$ cat src/rtl/drum_pkg.sv
// Shared types, defaults and fixed-point helpers for the drum sweep controller.
package drum_pkg;

  typedef logic signed [17:0] fix_t;

  typedef enum logic [2:0] {
    ST_INIT,
    ST_IDLE,
    ST_PRIME,
    ST_LOAD,
    ST_WAIT,
    ST_WRITE,
    ST_NEXT,
    ST_DONE
  } state_t;

  localparam int DEFAULT_N_ROWS     = 30;
  localparam int DEFAULT_CENTER_ROW = 15;

  // Signed 1.17 x 1.17 product, rescaled back to 1.17 by dropping 17 fraction bits.
  function automatic fix_t fix_mul(input fix_t a, input fix_t b);
    logic signed [35:0] prod;
    prod = 36'(a) * 36'(b);
    return fix_t'(prod >>> 17);
  endfunction

endpackage

$ cat src/rtl/drum_rho_calc.sv
// Amplitude-dependent tension: rho_0 + (sample/16)^2, clamped to rho_max.
module drum_rho_calc
  import drum_pkg::*;
(
  input  fix_t        sample,
  input  logic [17:0] rho_0,
  input  logic [17:0] rho_max,
  output logic [17:0] rho_next
);

  fix_t        scaled;
  fix_t        g;
  logic [18:0] sum;

  // The square is never negative, so g can be added as an unsigned quantity.
  always_comb begin
    scaled   = sample >>> 4;
    g        = fix_mul(scaled, scaled);
    sum      = {1'b0, rho_0} + {1'b0, g};
    rho_next = (sum > {1'b0, rho_max}) ? rho_max : sum[17:0];
  end

endmodule

$ cat src/rtl/drum_sweep_ctrl.sv
// Row-sweep sequencer for the drum column engines; define DRUM_NONLINEAR_RHO_EN
// to make the broadcast tension follow the centre-sample amplitude.
module drum_sweep_ctrl
  import drum_pkg::*;
#(
  parameter int N_ROWS     = DEFAULT_N_ROWS,
  parameter int CENTER_ROW = DEFAULT_CENTER_ROW,
  parameter int ADDR_W     = 10
) (
  input  logic              clk,
  input  logic              reset,
  input  fix_t              init_data,
  input  logic              audio_req,
  input  fix_t              center_in,
  input  logic [17:0]       rho_0,
  input  logic [17:0]       rho_max,
  output logic [ADDR_W-1:0] rd_addr,
  output logic [ADDR_W-1:0] wr_addr,
  output logic              wr_en,
  output logic              init_wr,
  output logic              load_curr,
  output logic              shift_en,
  output logic              bottom_zero,
  output logic              top_zero,
  output logic [17:0]       rho_eff,
  output fix_t              sample,
  output logic              sample_valid,
  output logic              init_done,
  output logic              overrun
);

  localparam logic [ADDR_W-1:0] LAST_ROW = ADDR_W'(N_ROWS - 1);
  localparam logic [ADDR_W-1:0] CENTER   = ADDR_W'(CENTER_ROW);
  localparam logic [ADDR_W:0]   ROWS_EXT = (ADDR_W+1)'(N_ROWS);

  state_t            state, state_next;
  logic [ADDR_W-1:0] r, r_next, rd_next;
  logic [ADDR_W:0]   r_plus2;
  logic              init_started;
  logic              pending;
  logic              accept;
  logic              init_last;
  logic              req_ok;

  assign r_plus2 = {1'b0, r} + (ADDR_W+1)'(2);
  assign req_ok  = audio_req & init_done;

  // The first INIT cycle after reset is a quiet arming cycle, so reset always
  // leaves every strobe low before row 0 is written.
  always_ff @(posedge clk) begin
    if (reset) begin
      state        <= ST_INIT;
      r            <= '0;
      rd_addr      <= '0;
      init_started <= 1'b0;
    end else begin
      state        <= state_next;
      r            <= r_next;
      rd_addr      <= rd_next;
      init_started <= 1'b1;
    end
  end

  always_comb begin
    state_next   = state;
    r_next       = r;
    rd_next      = rd_addr;
    wr_addr      = '0;
    wr_en        = 1'b0;
    init_wr      = 1'b0;
    load_curr    = 1'b0;
    shift_en     = 1'b0;
    bottom_zero  = 1'b0;
    top_zero     = 1'b0;
    sample_valid = 1'b0;
    accept       = 1'b0;
    init_last    = 1'b0;
    case (state)
      ST_INIT: begin
        if (init_started) begin
          wr_en   = 1'b1;
          init_wr = 1'b1;
          wr_addr = r;
          if (r == LAST_ROW) begin
            init_last  = 1'b1;
            state_next = ST_IDLE;
            r_next     = '0;
          end else begin
            r_next = r + ADDR_W'(1);
          end
        end
      end
      ST_IDLE: begin
        if (pending) begin
          accept     = 1'b1;
          state_next = ST_PRIME;
          r_next     = '0;
          rd_next    = '0;
        end
      end
      ST_PRIME: begin
        state_next = ST_LOAD;
        rd_next    = ADDR_W'(1);
      end
      ST_LOAD: begin
        load_curr   = 1'b1;
        bottom_zero = 1'b1;
        state_next  = ST_WAIT;
      end
      ST_WAIT: state_next = ST_WRITE;
      ST_WRITE: begin
        wr_en      = 1'b1;
        wr_addr    = r;
        shift_en   = 1'b1;
        top_zero   = (r == LAST_ROW);
        state_next = (r == LAST_ROW) ? ST_DONE : ST_NEXT;
      end
      // Read one row ahead of the row being written; the row past the top wraps to 0.
      ST_NEXT: begin
        r_next     = r + ADDR_W'(1);
        rd_next    = (r_plus2 == ROWS_EXT) ? '0 : r_plus2[ADDR_W-1:0];
        state_next = ST_WAIT;
      end
      ST_DONE: begin
        sample_valid = 1'b1;
        state_next   = ST_IDLE;
      end
      default: state_next = ST_INIT;
    endcase
  end

  // A request landing on the accept cycle becomes the next pending request.
  always_ff @(posedge clk) begin
    if (reset) begin
      pending   <= 1'b0;
      overrun   <= 1'b0;
      init_done <= 1'b0;
      sample    <= '0;
    end else begin
      if (init_last) init_done <= 1'b1;
      if (accept) begin
        pending <= req_ok;
      end else if (req_ok) begin
        pending <= 1'b1;
        if (pending) overrun <= 1'b1;
      end
      if (state == ST_WRITE && r == CENTER) sample <= center_in;
    end
  end

`ifdef DRUM_NONLINEAR_RHO_EN
  logic [17:0] rho_next;
  logic [17:0] rho_q;
  logic        unused_inputs;

  drum_rho_calc u_rho_calc (
    .sample   (sample),
    .rho_0    (rho_0),
    .rho_max  (rho_max),
    .rho_next (rho_next)
  );

  always_ff @(posedge clk) begin
    if (reset) rho_q <= rho_0;
    else if (state == ST_DONE) rho_q <= rho_next;
  end

  assign rho_eff       = rho_q;
  assign unused_inputs = ^init_data;
`else
  logic unused_inputs;

  assign rho_eff       = rho_0;
  assign unused_inputs = ^{init_data, rho_max};
`endif

endmodule

$ cat config.mk
export PLATFORM = sky130hd
export DESIGN_NAME = drum_sweep_ctrl
export DESIGN_NICKNAME = d
export VERILOG_FILES = /design/src/rtl/drum_pkg.sv /design/src/rtl/drum_rho_calc.sv /design/src/rtl/drum_sweep_ctrl.sv
export SDC_FILE = /design/constraint.sdc
export NUM_CORES = 1
export LEC_CHECK = 0
export BUFFER_PORTS_ARGS = -buffer_cell sky130_fd_sc_hd__buf_4
export CORE_ASPECT_RATIO = 0.5
export CORE_MARGIN = 8
export CORE_UTILIZATION = 43
export DETAILED_ROUTE_END_ITERATION = 8
export PLACE_DENSITY_LB_ADDON = 0.3
export RECOVER_POWER = 100
export SLEW_MARGIN = 25
export SYNTH_ARGS = -nofsm -noshare
export SYNTH_HDL_FRONTEND = slang
export SYNTH_SLANG_ARGS = --single-unit
$ cat constraint.sdc
create_clock -name clk -period 2.05 [get_ports clk]
set_clock_uncertainty 0.05 [all_clocks]
set_input_delay 0.205 -clock clk [delete_from_list [all_inputs] [get_ports clk]]
set_output_delay 0.205 -clock clk [all_outputs]
set_load 0.05 [all_outputs]
==> results of run 1 <==
==> tightest hold or removal path, delay by kind of cell <==
kind | cells | cell delay [ns]
buffers and inverters | 1 | 0.07
AND/OR/NAND/NOR | 1 | 0.07
multiplexers | 1 | 0.05
==> how the worst min path moves through the flow <==
stage                     cells after the start  slack (ns)           to
after floorplan                               2        0.30    sample[0]
after global placement                        0        0.36  rho_eff[11]
after detailed placement                      0        0.36  rho_eff[11]
after CTS                                     3        0.07    sample[4]
after global routing                          3        0.09    sample[8]
final                                         3        0.08    sample[4]
==> final cells by class <==
| cell class | instances | area [µm²] |
|---|---|---|
| fill | 484 | 2280 |
| multi-input combinational | 181 | 1150 |
| sequential | 45 | 903 |
| timing repair buffer | 80 | 460 |
| tap | 70 | 87.6 |
| clock buffer | 5 | 68.8 |
| clock inverter | 3 | 68.8 |
| inverter | 6 | 22.5 |
==> routing by layer <==
metal,vias to the layer above,part of all wire,GRT usage
met1,903,0.44,0.154
met3,22,0.074,0.0433
met4,0,0.018,0.0601
met5,-,0,0
met2,57,0.47,0.239
li1,984,-,-
==> flip-flops by register name (all words and copies together) (netlist names) <==
signal	flops
overrun	1
init_started	1
r	10
rd_addr	10
sample	18
pending	1
state	3
init_done	1
==> where the power goes <==
part | internal, W | leakage (nW) | total (W) | switching (W)
sequential | 0.000878 | 0.364 | 0.000882 | 0.00000478
combinational | 0.0000435 | 0.821 | 0.000106 | 0.0000624
clock | 0.000490 | 0.0687 | 0.000797 | 0.000306
total | 0.00141 | 1.25 | 0.00179 | 0.000373
==> logic make-up (layout without fill, tap and decap cells) <==
logic type | count (synthesis) | count (layout) | share of synthesized area
AND/OR/NAND/NOR | 110 | 110 | 0.236
flip-flops | 45 | 45 | 0.392
buffers and inverters | 40 | 94 | 0.113
AO/OA/AOI/OAI | 33 | 33 | 0.0979
multiplexers | 20 | 20 | 0.0871
XOR/XNOR | 14 | 14 | 0.0533
adder cells (fa/ha/maj) | 4 | 4 | 0.0218
==> stage by stage <==
| stage | setup WS (ns) | utilization |
|---|---|---|
| 4_1_cts | 0.0173 | 0.573 |
| 3_5_place_dp | 0.163 | 0.545 |
| 3_3_place_gp | 0.180 | 0.545 |
| 5_1_grt | 0.00790 | 0.548 |
| 6_report | 0.0922 | 0.548 |
| 2_1_floorplan | 0.0506 | - |
==> cells in the final DEF (no fill, tap or decap), types with 2 or more instances in the layout <==
cell       instances
clkbuf_8           5
and2_0             5
nand4_1            3
dfxtp_2            2
xor2_1            12
nand3_1            9
a21oi_1            7
a31oi_1            2
nand2_1           20
dfxtp_1           43
clkbuf_2           8
mux2i_1           20
a22oi_1            7
clkbuf_1          33
bufinv_16          2
o21ai_0            2
nand3b_1           2
nor2_2             2
nor2_1            46
o21ai_1            5
ha_1               4
xnor2_1            2
and3_1             3
nand2b_1           2
inv_1              6
buf_4             37
and2_1             6
==> timing repair <==
item	in CTS	in global routing
cloned	0	0
setup buffers	0	1
pin swaps	0	2
endpoints found under the setup margin	1	11
resized for setup	2	3
==> out/qor.txt, run 1 <==
Clock Tree Buf Depth: 2
Initial antenna violation count: 0
IO Pins: 140
Cell count of the worst reg-to-reg path: 6
Die H: 67.7 µm
Die width: 119 µm
Status: finished clean
Hold Crit Class: in2reg
Main area contributors after synthesis: dfxtp_1 39%, mux2i_1 8.7%, nor2_1 7.8%
Total wire length: 5.64 mm
CTS tree: yes
Most used DFF post-synth: dfxtp_1
Reg-to-Reg End: rd_addr[1]
I/O Buffers: 67
Remaining global-route overflow: 0
Wirelength per Cell: 14.5 µm
Dpl cells: 381
Antenna viol nets, final: 0
Setup_tns: 0 ns
Delay-heaviest family, CP: simple AND/OR/NAND/NOR gates
Register-to-register setup slack: 0.16 ns
F_max: 0.511 GHz
Placed Instance Area: 2750 µm²
Initial Utilization: 0.456
EDFF count, synth: 0
Post-DR vias/cell: 5.04
Vias in the first global route: 1,900
CP max stage delay: 0.37 ns
DR vias: 1,966
Max-slew violation count: 0
Share of post-route cells with drive strength above 1: 0.206
Detailed Place HPWL: 4.32 mm
Drt drc: 0
Final nets: 398
Synthesis-to-layout area growth: 20.2%
Tmin final: 1.96 ns
Worst-margin pin slew: 0.637 ns
Post-Syn Area: 2300 µm²
Core Area: 5040 µm²
Router iterations before antenna repair: 4
CP arrival: 1.70 ns
Clock sink count: 45
Yosys cell types: 44
Most numerous cell in the Yosys netlist: nor2_1
Crit-path slowest cell: dfxtp_1
Worst skew pair latency: 0.30 ns
CP Launch Type: flop
CTS H-tree depth: 2
Area leader, netlist: dfxtp_1
FP Rows: 18
Worst Path Max Fanout: 7
Clock transition at path regs: 0.09 ns
Peak supply drop: 0.000321 V
CTS root buffer: clkbuf_8
Post-synthesis async set-or-reset flop share: 0
Tcrit/Tclk final: 0.955
Die ar.: 8090 µm²
Setup CP Type: reg2out
Mean Syn Cell Area: 8.65 µm²
CP Depth: 5
Worst Hold Launch: center_in[4]
CTS Buf Count: 5
Hold Slack: 0.0800 ns
Leak pwr: 1.25 nW
Slew headroom: 0.577
RSZ-0062 raised after global routing: false
CP endpoint kind: primary output
Synth top cells by count: 48 x nor2_1, 45 x dfxtp_1, 21 x nand2_1
Bufs and invs on worst path: 1
PD cells: 646 nW/µm²
Synth top area share: 0.392
Critical Path End: top_zero
Worst r2r src: r[3]
CP startpoint: r[9]
Final Hold Fails: 0
DR iter-0 viols: 65
Tot Pwr: 0.00179 W
Routability cong.: 0.887
Yosys reg bits: 45
Seq/Total Area, Yosys: 0.392
Yosys warns: 0
Cell area after layout: 2760 µm²
Global-route wire length before repair: 9.13 mm
Syn Inst Count: 266
Cts-stage hold buffer count: 0
Gr usage total: 0.136
Worst-path cell chain: or2_2 > nor3_4 > nand3_2 > nor2_2 > buf_6
Synthesized Nets: 345
Finished Layout Cells: 390
CP required: 1.79 ns
Antenna cells: 0
Largest net degree at the start of global routing: 35
Final setup vio count: 0
Max_cap viols: 0
Power figures use the tool's default switching activity.
==> run 2: changes to the inputs <==
CORE_ASPECT_RATIO = unset   (was 0.5)
==> out/qor.txt, run 2 (synthesis results as in run 1) <==
Clock transition at path regs: 0.09 ns (about the same)
Finished Layout Cells: 390 (unchanged)
Slew headroom: 0.576 (-0.00105)
Largest register by flop count: sample
Drt drc: 0 (unchanged)
CP Depth: 5 (unchanged)
Met1 WL: 2.48 mm (-0.20%)
Worst skew pair latency: 0.29 ns (about the same)
Hold depth: 3 (unchanged)
Commonest non-fill, non-tap cell in the layout: nor2_1
CP arrival: 2.16 ns (+0.46 ns)
Peak supply drop: 0.000389 V (+21%)
Final setup vio count: 0 (unchanged)
Antenna cells: 0 (unchanged)
CTS tree: yes
Tmin final: 1.97 ns (+0.0115 ns)
Die ar.: 7940 µm² (-1.8%)
Initial Utilization: 0.447 (-0.00843)
Router iterations before antenna repair: 4 (unchanged)
Share of post-route cells with drive strength above 1: 0.203 (-0.00312)
Cts-stage hold buffer count: 0 (unchanged)
Int Pwr: 0.00116 W (-18%)
RSZ-0062 raised after global routing: false
Die width: 89.1 µm (-25%)
Max_cap viols: 0 (unchanged)
Crit-path slowest cell: nor4_2
Multi-input gate area: 1150 µm² (-0.33%)
F_max: 0.508 GHz (-0.58%)
Status: finished clean
Setup_tns: 0 ns (unchanged)
Hold Slack: 0.0829 ns (+0.00293 ns)
Final Hold Fails: 0 (unchanged)
CP required: 2.24 ns (+0.45 ns)
Most frequent cells in the layout: 46 x nor2_1, 44 x dfxtp_1, 34 x clkbuf_1, 34 x buf_4
Global-route wire length before repair: 8.78 mm (-3.8%)
Worst-margin pin slew: 0.639 ns (+0.00159 ns)
Remaining global-route overflow: 0 (unchanged)
Clock Tree Buf Depth: 2 (unchanged)
Routed wl met2: 2.66 mm (+0.95%)
Tcrit/Tclk final: 0.961 (+0.00559)
CP max stage delay: 0.59 ns (+0.22 ns)
CTS root buffer: clkbuf_8
Sequential cell area: 902 µm² (-0.14%)
Sequential share of power: 0.579 (+0.085)
Total wire length: 5.60 mm (-0.66%)
Final nets: 398 (unchanged)
DR vias: 1,938 (-1.4%)
Synthesis-to-layout area growth: 18.0%
Cell count of the worst reg-to-reg path: 5 (-1)
# Post-CTS Setup Buffers: 0 (unchanged)
CTS H-tree depth: 2 (unchanged)
FP Rows: 26 (+8)
Detailed Place HPWL: 4.38 mm (+1.4%)
I/O Buffers: 67 (unchanged)
Max-slew violation count: 0 (unchanged)
DR iter-0 viols: 97 (+49%)
Setup CP Type: reg2reg
Top routing layer in use: met4
Clock power frac: 0.354 (-0.092)
PD cells: 563 nW/µm² (-13%)
CTS Buf Count: 5 (unchanged)
IO Pins: 140 (unchanged)
Routability cong.: 0.865 (-2.5%)
Post-DR vias/cell: 4.97 (-1.4%)
Sw Ratio: 0.241 (+0.0314)
Wirelength per Cell: 14.4 µm (-0.66%)
Largest net degree at the start of global routing: 35 (unchanged)
Leak pwr: 1.23 nW (-2.2%)
Clock sink count: 45 (unchanged)
Fillcell total: 549 (+13%)
Hold Crit Class: in2reg
Max reg flops: 18 (unchanged)
Top flop regs: sample: 18 flops, r: 10 flops, rd_addr: 10 flops
Tot Pwr: 0.00153 W (-14%)
Bufs and invs on worst path: 0 (-1)
Antenna viol nets, final: 0 (unchanged)
Dpl cells: 382 (+0.26%)
Sw Pwr: 0.000368 W (-1.6%)
Gr usage total: 0.141 (+0.00472)
Logic pwr share: 0.067 (+0.008)
Delay-heaviest family, CP: simple AND/OR/NAND/NOR gates
Worst Path Max Fanout: 4 (-3)
Core Area: 5140 µm² (+1.9%)
CP Launch Type: flop
Worst-path cell chain: or3_4 > nor4_2 > a2111oi_0 > a21oi_1 > o311a_1
Met3 Wirelength: 410 µm (-1.9%)
Die H: 89.1 µm (+32%)
Vias in the first global route: 1,854 (-2.4%)
CP endpoint kind: flop
Initial antenna violation count: 0 (unchanged)
==> run 2: cell types whose count changed in the layout (fill, tap and decap cells not counted), moves of 3 or more <==
cell / previous run / this run
buf_4: 37 / 34
and2_1: 6 / 9
clkbuf_4: 1 / 8
and2_0: 5 / 2
clkbuf_2: 8 / 5
==> run 2: metrics by stage <==
stage	setup slack (ns)	area [µm²]	util
final	0.0807	2710	0.528
after global routing	0.0244	2710	0.528
after CTS	0.0522	2850	0.554
after detailed placement	0.151	2760	0.536
after global placement	0.223	2760	0.536
after floorplan	0.0506	2300	-
==> run 2: path summary, 6_finish.rpt <==
check / slack, ns / endpoint / startpoint
worst max register to register: 0.08 / state[0] / r[6]
worst max-delay path: 0.08 / state[0] / r[6]
worst min register to register: 0.40 / rd_addr[3] / rd_addr[3]
worst min-delay path: 0.08 / sample[11] / center_in[11]
==> run 2: layer usage <==
layer  global-route usage  vias up
li1                     -      988
met1                0.167      886
met4               0.0363        0
met2                0.237       58
met3               0.0478        6
met5                    0        -
==> run 2: what timing repair did <==
item | 4_1_cts | 5_1_grt
setup endpoints to repair | 1 | 10
pin swaps | 0 | 0
resized for setup | 1 | 4
==> run 2: layout make-up <==
| class | instances | share of cell area |
|---|---|---|
| clock buffers | 6 | 0.0268 |
| clock inverters | 2 | 0.00554 |
| inverters | 6 | 0.00830 |
| multi-input cells | 181 | 0.423 |
| flip-flops and latches | 45 | 0.333 |
| well taps | 70 | 0.0323 |
| repair buffers | 80 | 0.171 |
==> run 2: tightest hold or removal path, cell delays in order <==
cell and delay (ns):
buf_4 0.07, mux2i_1 0.05, nor2_1 0.07
==> run 2: power groups by stage <==
stage	clock network (W)	logic [W]	registers (W)
6_report	0.000541	0.000103	0.000884
3_5_place_dp	0	0.000105	0.000905
5_1_grt	0.000589	0.000113	0.000886
4_1_cts	0.000561	0.000106	0.000884
3_3_place_gp	0	0.000104	0.000904
2_1_floorplan	0	0.000150	0.000903
==> run 3: changes to the inputs <==
CORE_MARGIN = 2   (was 8)
==> out/qor.txt, run 3 (synthesis results as in run 1) <==
Status: finished clean
CTS Buf Count: 5 (unchanged)
Die width: 77.1 µm (-13%)
Clock Tree Buf Depth: 2 (unchanged)
Wirelength per Cell: 12.9 µm (-9.9%)
Worst-margin pin slew: 0.624 ns (-0.0153 ns)
CTS root buffer: clkbuf_8
Initial Utilization: 0.447 (unchanged)
Gr usage total: 0.175 (+0.0339)
Share of post-route cells with drive strength above 1: 0.196 (-0.00686)
Max reg flops: 18 (unchanged)
Max-slew violation count: 0 (unchanged)
Final Hold Fails: 0 (unchanged)
CTS H-tree depth: 2 (unchanged)
Synthesis-to-layout area growth: 17.7%
CP arrival: 1.68 ns (-0.48 ns)
RSZ-0062 raised after global routing: false
Hold Crit Class: in2reg
I/O Buffers: 67 (unchanged)
Clock transition at path regs: 0.08 ns (about the same)
Busiest layer in global routing: met2
FP Rows: 26 (unchanged)
Detailed Place HPWL: 3.85 mm (-12%)
PD cells: 564 nW/µm² (about the same)
Crit-path slowest cell: dfxtp_2
CTS tree: yes
Setup_tns: 0 ns (unchanged)
Slew headroom: 0.586 (+0.0102)
Die H: 77.1 µm (-13%)
Core Area: 5140 µm² (unchanged)
CP Launch Type: flop
Clock sink count: 45 (unchanged)
Max_cap viols: 0 (unchanged)
Leak pwr: 1.22 nW (-0.90%)
CP max stage delay: 0.37 ns (-0.22 ns)
Total wire length: 5.06 mm (-9.7%)
Largest net degree at the start of global routing: 23 (-34%)
Met1 GRT Util: 0.240 (+0.0724)
Die ar.: 5950 µm² (-25%)
DR vias: 1,948 (+0.52%)
GR Layer Usage met3: 0.0412 (-0.00662)
Worst skew pair latency: 0.29 ns (about the same)
Drt drc: 0 (unchanged)
# Post-CTS Setup Buffers: 0 (unchanged)
Final nets: 399 (+0.25%)
Tot Pwr: 0.00153 W (-0.10%)
Final setup vio count: 0 (unchanged)
Top flop regs: sample: 18 flops, r: 10 flops, rd_addr: 10 flops
Tmin final: 1.94 ns (-0.0306 ns)
Largest register by flop count: sample
Worst-path cell chain: or2_2 > nor3_4 > nand3_2 > nor2_2 > buf_4
DR iter-0 viols: 125 (+29%)
Worst Path Max Fanout: 7 (+3)
Most frequent cells in the layout: 47 x nor2_1, 42 x dfxtp_1, 37 x clkbuf_1
Vias in the first global route: 1,769 (-4.6%)
Cts-stage hold buffer count: 0 (unchanged)
Antenna cells: 0 (unchanged)
Antenna viol nets, final: 0 (unchanged)
Remaining global-route overflow: 0 (unchanged)
Router iterations before antenna repair: 4 (unchanged)
F_max: 0.516 GHz (+1.6%)
Setup CP Type: reg2out
Met2 Usage GRT: 0.270 (+0.0325)
Routability cong.: 0.814 (-5.9%)
Global-route wire length before repair: 8.51 mm (-3.1%)
Tcrit/Tclk final: 0.946 (-0.0149)
CP endpoint kind: primary output
Peak supply drop: 0.000311 V (-20%)
IO Pins: 140 (unchanged)
CP required: 1.79 ns (-0.45 ns)
Post-DR vias/cell: 4.98 (+0.26%)
Commonest non-fill, non-tap cell in the layout: nor2_1
Initial antenna violation count: 0 (unchanged)
[run 3: worst max-delay path: cells and delay by family (launching register included)]
kind / cells / cell delay (ns)
buffers and inverters: 1 / 0.20
DFF: 1 / 0.37
and+or+nand+nor: 4 / 0.83
[run 3: what timing repair did]
action,CTS,global route
setup endpoints to repair,1,6
gates resized for setup,1,4
pin swaps,0,1
[run 3: power by group]
| part | leakage [nW] | switching, W | internal, W | total, W |
|---|---|---|---|---|
| combinational | 0.813 | 0.0000605 | 0.0000427 | 0.000103 |
| sequential | 0.365 | 0.00000667 | 0.000878 | 0.000884 |
| clock | 0.0374 | 0.000299 | 0.000240 | 0.000539 |
| total | 1.22 | 0.000366 | 0.00116 | 0.00153 |
[run 3: worst paths after layout]
| check | end | slack (ns) | cells past startpoint | from |
|---|---|---|---|---|
| worst min-delay path | sample[13] | 0.09 | 3 | center_in[13] |
| worst max register to register | rd_addr[3] | 0.17 | 7 | r[1] |
| worst min register to register | rd_addr[2] | 0.40 | 2 | rd_addr[2] |
| worst max-delay path | top_zero | 0.11 | 5 | r[9] |
[run 3: routing by layer]
metal  routed length, µm  part of all wire
met2                2380              0.47
met5                   0                 0
met3                 290             0.057
met4                  53             0.010
met1                2330              0.46
[run 3: final cells by class]
class	count	area, µm²
multi-input cells	181	1150
clock inverters	2	15.0
fillers	578	2430
flip-flops and latches	45	905
clock buffers	6	72.6
inverters	6	22.5
repair buffers	81	455
well taps	70	87.6
[run 3: through the flow]
stage	setup WS, ns	std cells	hold slack [ns]	util	cell area [µm²]
finish	0.111	391	0.0868	0.527	2710
detailed placement	0.189	383	0.360	0.538	2760
global route	0.0152	391	0.0832	0.527	2710
floorplan	0.0506	266	0.299	-	2300
CTS	0.0416	391	0.0790	0.556	2860
global placement	0.223	383	0.360	0.538	2760
